[config.mk]
export PLATFORM = sky130hd
export DESIGN_NAME = iop_rr_arbiter
export DESIGN_NICKNAME = d
export VERILOG_FILES = /design/src/rtl/iop_rr_arbiter.sv
export SDC_FILE = /design/constraint.sdc
export NUM_CORES = 1
export LEC_CHECK = 0
export ABC_AREA = 1
export CAP_MARGIN = 10
export CORE_MARGIN = 4
export CORE_UTILIZATION = 44
export CTS_BUF_LIST = sky130_fd_sc_hd__clkbuf_4
export DETAILED_ROUTE_END_ITERATION = 8
export PLACE_DENSITY_LB_ADDON = 0.3
export RECOVER_POWER = 25
export SKIP_LAST_GASP = 1
export SYNTH_ARGS = -nofsm -noshare
export SYNTH_HDL_FRONTEND = slang
export SYNTH_SLANG_ARGS = --single-unit
[constraint.sdc]
create_clock -name HCLK -period 7.15 [get_ports HCLK]
set_input_delay 0.715 -clock HCLK [delete_from_list [all_inputs] [get_ports HCLK]]
set_output_delay 0.715 -clock HCLK [all_outputs]
set_load 0.02 [all_outputs]
[src/rtl/iop_rr_arbiter.sv]
// ---------------------------------------------------------------------------
// iop_rr_arbiter
//
// Shares one IOP slave port between NUM_REQ (2..4) requesters using
// round-robin arbitration. Every access walks IDLE -> ACCESS -> RESP.
// RESP re-arbitrates, so pending requests are served one every two cycles.
//
// Optional feature macro: IOP_ARB_LOCK_EN
//   When defined, a requester that is latched with req_lock high keeps the
//   bus in the following RESP re-arbitration for as long as both req and
//   req_lock stay high. While a lock is held the pointer does not advance.
//   When undefined, req_lock is ignored.
//
// Ports
//   HCLK, HRESET        clock, asynchronous active-high reset
//   req/req_write       per-requester request level and direction
//   req_addr/size/wdata packed per-requester fields (12/2/32 bits each)
//   req_lock            per-requester bus-lock request
//   gnt                 one-hot pulse in the ACCESS cycle of the winner
//   done                one-hot pulse in the RESP cycle (rdata valid on reads)
//   rdata               IORDATA captured at the end of the last read ACCESS
//   IOSEL/IOTRANS       high only during ACCESS
//   IOADDR/IOWRITE/IOSIZE/IOWDATA  registered address phase, held while idle
//   IORDATA             slave read data
//   dbg_state           current FSM state (0 IDLE, 1 ACCESS, 2 RESP)
//
// Handshake: a requester raises req with its fields and holds all of them
// stable until it sees its gnt bit. The req level in the cycle after gnt
// (the RESP cycle) counts as a fresh request. Completion is signalled by
// the matching done bit one cycle after gnt.
// ---------------------------------------------------------------------------
module iop_rr_arbiter #(
  parameter int NUM_REQ = 2
) (
  input  logic                    HCLK,
  input  logic                    HRESET,
  input  logic [NUM_REQ-1:0]      req,
  input  logic [NUM_REQ-1:0]      req_write,
  input  logic [12*NUM_REQ-1:0]   req_addr,
  input  logic [2*NUM_REQ-1:0]    req_size,
  input  logic [32*NUM_REQ-1:0]   req_wdata,
  input  logic [NUM_REQ-1:0]      req_lock,
  output logic [NUM_REQ-1:0]      gnt,
  output logic [NUM_REQ-1:0]      done,
  output logic [31:0]             rdata,
  output logic                    IOSEL,
  output logic                    IOTRANS,
  output logic [11:0]             IOADDR,
  output logic                    IOWRITE,
  output logic [1:0]              IOSIZE,
  output logic [31:0]             IOWDATA,
  input  logic [31:0]             IORDATA,
  output logic [1:0]              dbg_state
);

  localparam int PTR_W = (NUM_REQ > 2) ? 2 : 1;

  typedef enum logic [1:0] {
    ST_IDLE   = 2'd0,
    ST_ACCESS = 2'd1,
    ST_RESP   = 2'd2
  } state_t;

  state_t               state_q, state_d;
  logic [PTR_W-1:0]     ptr_q, ptr_d;     // last latched winner
  logic [PTR_W-1:0]     win_q, win_d;     // requester owning the current access
  logic [NUM_REQ-1:0]   gnt_q, gnt_d;
  logic [NUM_REQ-1:0]   done_q, done_d;
  logic [31:0]          rdata_q, rdata_d;
  logic                 sel_q, sel_d;
  logic [11:0]          addr_q, addr_d;
  logic                 write_q, write_d;
  logic [1:0]           size_q, size_d;
  logic [31:0]          wdata_q, wdata_d;

  logic [PTR_W-1:0]     rr_win;
  logic                 rr_found;
  logic [PTR_W-1:0]     cand;
  logic                 keep_lock;
  logic [PTR_W-1:0]     pick;
  logic                 pick_valid;
  logic                 latch;

`ifdef IOP_ARB_LOCK_EN
  logic lock_q, lock_d;
`else
  logic unused_req_lock;
  assign unused_req_lock = ^req_lock;
`endif

  // Round-robin search: first requester after the pointer, wrapping.
  always_comb begin
    rr_found = 1'b0;
    rr_win   = ptr_q;
    cand     = '0;
    for (int i = 1; i <= NUM_REQ; i++) begin
      cand = PTR_W'((int'(ptr_q) + i) % NUM_REQ);
      if (!rr_found && req[cand]) begin
        rr_found = 1'b1;
        rr_win   = cand;
      end
    end
  end

  // A held lock overrides the round-robin choice in RESP only.
  always_comb begin
`ifdef IOP_ARB_LOCK_EN
    keep_lock = (state_q == ST_RESP) && lock_q && req[win_q] && req_lock[win_q];
`else
    keep_lock = 1'b0;
`endif
    pick       = keep_lock ? win_q : rr_win;
    pick_valid = keep_lock | rr_found;
  end

  always_comb begin
    state_d = state_q;
    ptr_d   = ptr_q;
    win_d   = win_q;
    gnt_d   = '0;
    done_d  = '0;
    rdata_d = rdata_q;
    sel_d   = 1'b0;
    addr_d  = addr_q;
    write_d = write_q;
    size_d  = size_q;
    wdata_d = wdata_q;
    latch   = 1'b0;
`ifdef IOP_ARB_LOCK_EN
    lock_d  = lock_q;
`endif

    case (state_q)
      ST_IDLE: begin
        latch = pick_valid;
      end
      ST_ACCESS: begin
        for (int j = 0; j < NUM_REQ; j++) begin
          done_d[j] = (win_q == PTR_W'(j));
        end
        // Writes leave the last read data visible.
        if (!write_q) begin
          rdata_d = IORDATA;
        end
        state_d = ST_RESP;
      end
      ST_RESP: begin
        latch = pick_valid;
        if (!pick_valid) begin
          state_d = ST_IDLE;
`ifdef IOP_ARB_LOCK_EN
          lock_d  = 1'b0;
`endif
        end
      end
      default: begin
        state_d = ST_IDLE;
      end
    endcase

    if (latch) begin
      state_d = ST_ACCESS;
      sel_d   = 1'b1;
      win_d   = pick;
      for (int j = 0; j < NUM_REQ; j++) begin
        if (pick == PTR_W'(j)) begin
          gnt_d[j] = 1'b1;
          addr_d   = req_addr[j*12 +: 12];
          write_d  = req_write[j];
          size_d   = req_size[j*2 +: 2];
          wdata_d  = req_wdata[j*32 +: 32];
        end
      end
`ifdef IOP_ARB_LOCK_EN
      lock_d = req_lock[pick];
      if (!req_lock[pick]) begin
        ptr_d = pick;
      end
`else
      ptr_d = pick;
`endif
    end
  end

  always_ff @(posedge HCLK or posedge HRESET) begin
    if (HRESET) begin
      state_q <= ST_IDLE;
      ptr_q   <= PTR_W'(NUM_REQ - 1);
      win_q   <= '0;
      gnt_q   <= '0;
      done_q  <= '0;
      rdata_q <= '0;
      sel_q   <= 1'b0;
      addr_q  <= '0;
      write_q <= 1'b0;
      size_q  <= '0;
      wdata_q <= '0;
`ifdef IOP_ARB_LOCK_EN
      lock_q  <= 1'b0;
`endif
    end else begin
      state_q <= state_d;
      ptr_q   <= ptr_d;
      win_q   <= win_d;
      gnt_q   <= gnt_d;
      done_q  <= done_d;
      rdata_q <= rdata_d;
      sel_q   <= sel_d;
      addr_q  <= addr_d;
      write_q <= write_d;
      size_q  <= size_d;
      wdata_q <= wdata_d;
`ifdef IOP_ARB_LOCK_EN
      lock_q  <= lock_d;
`endif
    end
  end

  assign gnt       = gnt_q;
  assign done      = done_q;
  assign rdata     = rdata_q;
  assign IOSEL     = sel_q;
  assign IOTRANS   = sel_q;
  assign IOADDR    = addr_q;
  assign IOWRITE   = write_q;
  assign IOSIZE    = size_q;
  assign IOWDATA   = wdata_q;
  assign dbg_state = state_q;

endmodule

# Word level (Yosys, flattened, before mapping)

Index checks and enable logic that the tools add are counted.

Logic and storage cells: 48
Input port bits: 132
Register bits after elaboration: 88

Reduce and logical (&&, ||, !) cells: 6
Muxes and demuxes: 21
Bitwise gates (word level): 2
Magnitude comparators: 2
$add $sub $neg: 2
Equality and inequality tests: 4

Operator list:

| kind                  | count |
|---|---|
| $mux W32              | 1 |
| $mux W1               | 13 |
| $mux W12              | 1 |
| $mux W2               | 5 |
| $pmux W2 S3           | 1 |
| $lt A1 B2 Y1 const B  | 2 |
| $reduce_and A2 Y1     | 2 |
| $ne A3 B3 Y1 const B  | 1 |
| $add A1 B1 Y1 const B | 2 |
| $eq A2 B1 Y1 const B  | 1 |
| $eq A2 B2 Y1 const B  | 1 |
| $logic_not A2 Y1      | 1 |
| $ne A2 B2 Y1 const B  | 1 |
| $not A1 Y1            | 2 |
| $reduce_or A2 Y1      | 1 |
| $logic_and A1 B1 Y1   | 1 |
| $logic_not A1 Y1      | 1 |

# Longest topological paths before layout

Depth after elaboration: 10
Gate-level depth with buffers: 8
Depth with buffers taken out: 6

# Least setup slack after synthesis

Ideal clock, no wire load.

Path kind: input to register
Start: in req[1]
End: reg wdata_q[22], in the netlist IOWDATA[22]
Data arrival time: 1.400 ns
Required time: 7.033 ns
Stages on the path: 8
Slack: 5.633 ns
Library setup time: 0.117 ns
Cell sequence: inv_1 nand2_1 buf_4 buf_2 nand3_1 nand2_1 nand2_1 nand2_1

Cells in the longest elaborated chain, start to end: 7
Elaborated cells on any way between the ends: 12

RTL lines:

| item                                        | line     | RTL |
|---|---|---|
| start: declaration                          | 37       | `input logic [NUM_REQ-1:0] req,` |
| $mux W1 (not written as such) (2 in series) | 98       | `if (!rr_found && req[cand]) begin` |
| $mux W1                                     | 98       |  |
| $logic_not A1 Y1                            | 98       |  |
| $logic_and A1 B1 Y1                         | 98       |  |
| $mux W1                                     | 98       |  |
| $mux W32 / $mux W1 (equally long branches)  | 166, 133 |  |
| end signal: assignment                      | 212      | `wdata_q <= wdata_d;` |
| end: declaration                            | 74       | `logic [31:0] wdata_q, wdata_d;` |

Parallel ways exist; a longest one is shown, timed or not. The select of a mux whose other input is x is not followed.
A chain may end at the register's enable or synchronous reset.

# Final worst setup path

Start: reg state_q[0], in the netlist dbg_state[0]
End: reg rdata_q[9], in the netlist rdata[9]

Cells in the longest elaborated chain, start to end: 2

RTL lines:

| item                               | line | RTL |
|---|---|---|
| start: declaration                 | 64   | `state_t state_q, state_d;` |
| start signal: assignment           | 202  | `state_q <= state_d;` |
| $eq A2 B1 Y1                       | 133  | `case (state_q)` |
| $reduce_and A2 Y1 (no source line) | -    |  |
| end signal: assignment             | 207  | `rdata_q <= rdata_d;` |
| end: declaration                   | 69   | `logic [31:0] rdata_q, rdata_d;` |

No other way between the ends.

==> results.toml <==
[place]
dpl.hpwl_mm = 9.48
post_dp_cell_area_um2 = 6240
gp_congestion = 0.809
numPortBuffers = 216

[finish]
layout.nets = 856
nFillCells = 739
fin_area_um2 = 6360
antennaDiodeCount = 0
layout_common_cells = "nand2_1 (259), clkdlybuf4s50_1 (214), nand3_1 (126), dfrtp_1 (87), clkbuf_4 (10)"
final_common_cell = "nand2_1"
area_growth_pct = 54.7
drive_gt1_share_pct = 3.43

[setup_path]
startpoint = "dbg_state[0]"
startpoint_type = "flop"
cp-end-kind = "flop"
cp_max_fo = 35
r2r_start = "dbg_state[0]"
crit_type = "reg2reg"
arrival_ps = 4250
cp.required_ps = 7480

[synth]
syn_nets = 663
ys.warnings.count = 0
yosysUniqueCellTypes = 16
synthesis.area_um2 = 4110
synth_top_family_by_area = "simple AND/OR/NAND/NOR gates"
synth_simple_gate_area_share_pct = 39.6
seq_area_frac_synth_pct = 53.6
synth_compound_area_share_pct = 0.761
yosys-mux-area-fraction_pct = 0
synth-xor-area-share_pct = 0
synth_adder_area_share_pct = 0
syn-instance-count = 531
avgSynthCellArea_um2 = 7.74
synth-seq-cells = 88

[drt]
vias = 4351
drt_iter0_markers = 275
drc = 0
first_pass_iters = 5
via_per_inst = 5.20
drt-total-wl_mm = 13.3
wl_per_cell_um = 15.8
postRouteAntennaNets = 0

[sta]
slew_headroom_pct = -51.5
tightest_slew_ps = 2270
drv_slew = 88
finalCritPeriodShare_pct = 54.9
fin_skew_ps = 20.3
rsz0062_at_grt = "false"
layout_min_cycle_time_ps = 3930
finalSetupTns_ps = 0
setup_viol = 0
fmax_mhz = 255
hold_slack_ps = 439
hold_viol_final = 0

[floorplan]
row_count = 34
core_area_um2 = 8890
die_h_um = 105
die_area_um2 = 10900
die_x_um = 105
start_util_pct = 46.2
ios = 219

[global_routing]
grt_pass1_wl_mm = 21.3
grt_pass1_vias = 4352
grt.total_usage_pct = 23.9
antenna_found_initial = 0
grt.overflow.total = 0
grt_max_degree = 89

[clock_network]
post_cts_resized = 0
clkTransAtPathRegs_ps = 150
cts.path.max_buffers = 2
clockRootBuffer = "clkbuf_4"
h-tree-depth = 3
cts_tree = "done"
numCtsBuffers = 9
clkLatencyLatePin_ps = 430
clock-sinks = 88
post-cts-setup-buffers = 0
cts_hold_buf = 0

[worst_hold_path]
min_from = "win_q"
hold_class = "reg2reg"

[pwr]
power_density_nw_per_um2 = 319
power_mw = 2.03
p_leak_nw = 3.16
ir_drop_mv = 0.149

[run_status]
status = "finished with violations"
violations = "max-capacitance violations, max-slew violations"

[flow_run]
cap_viol_max_count = 3
[cells by family (layout without fill, tap and decap cells)]
kind of cell | count (synthesis) | after routing
AOI/OAI and AO/OA | 4 | 4
DFF | 88 | 88
buffers and inverters | 50 | 248
and+or+nand+nor | 389 | 389
[cell usage after synthesis (all sizes together)]
| cell type | n | area [um^2] |
|---|---|---|
| buf | 31 | 176 |
| dfstp | 1 | 26.3 |
| o21ai | 2 | 10.0 |
| a21oi | 2 | 21.3 |
| nor2 | 4 | 22.5 |
| nand2 | 259 | 972 |
| nand3 | 126 | 631 |
| inv | 10 | 37.5 |
| clkbuf | 9 | 33.8 |
| dfrtp | 87 | 2180 |
[routing by layer]
| metal | global-route usage [%] | up-vias | part of all wire [%] | routed length (um) |
|---|---|---|---|---|
| met4 | 9.28 | 0 | 3.2 | 426 |
| li1 | - | 2070 | - | - |
| met3 | 6.29 | 31 | 8.0 | 1060 |
| met1 | 26.4 | 2052 | 38 | 4970 |
| met2 | 43.8 | 198 | 51 | 6790 |
| met5 | 0 | - | 0 | 0 |
[per-stage QoR]
| stage | cells | util, % | worst slack [ps] |
|---|---|---|---|
| 2_1_floorplan | 531 | - | 4160 |
| 3_3_place_gp | 821 | 70.2 | 4610 |
| 3_5_place_dp | 821 | 70.2 | 4530 |
| 4_1_cts | 837 | 71.6 | 4700 |
| 5_1_grt | 837 | 71.5 | 2910 |
| 6_report | 837 | 71.5 | 3220 |
[where the power goes]
part	total [mW]	switching, mW	leakage, nW	internal [mW]
sequential	0.755	0.0907	1.08	0.664
clock	0.256	0.175	0.0680	0.0805
combinational	1.02	0.565	2.01	0.453
total	2.03	0.830	3.16	1.20
[state kept, by name, summed over array words and instances (netlist names)]
name       flops
IOADDR        12
rdata         32
win_q          1
IOSIZE         2
ptr_q          1
dbg_state      2
IOSEL          1
gnt            2
done           2
IOWRITE        1
IOWDATA       32
[final timing paths]
path	end	slack [ps]	cells past startpoint
setup / recovery	rdata[9]	3220	5
setup reg to reg	rdata[9]	3220	5
hold / removal	done[0]	440	1
min in group asynchronous	rdata[3]	1090	3
hold reg to reg	done[0]	440	1
max in group asynchronous	IOWDATA[1]	5340	3
[worst max-delay path, stage by stage, from the launching register on]
cell	delay, ps
dfrtp_1	460
inv_1	70
nor2_1	1600
nand2_1	1310
nand2_1	310
nand2_1	80
[layout make-up]
class	instances	area, um^2	share of cell area (%)
repair buffers	222	2200	34.7
flip-flops and latches	88	2200	34.7
inverters	10	38.8	0.610
multi-input cells	393	1650	25.9
clock inverters	6	51.3	0.807
clock buffers	10	75.1	1.18
well taps	108	135	2.13
(Power assumes the default switching activity.)
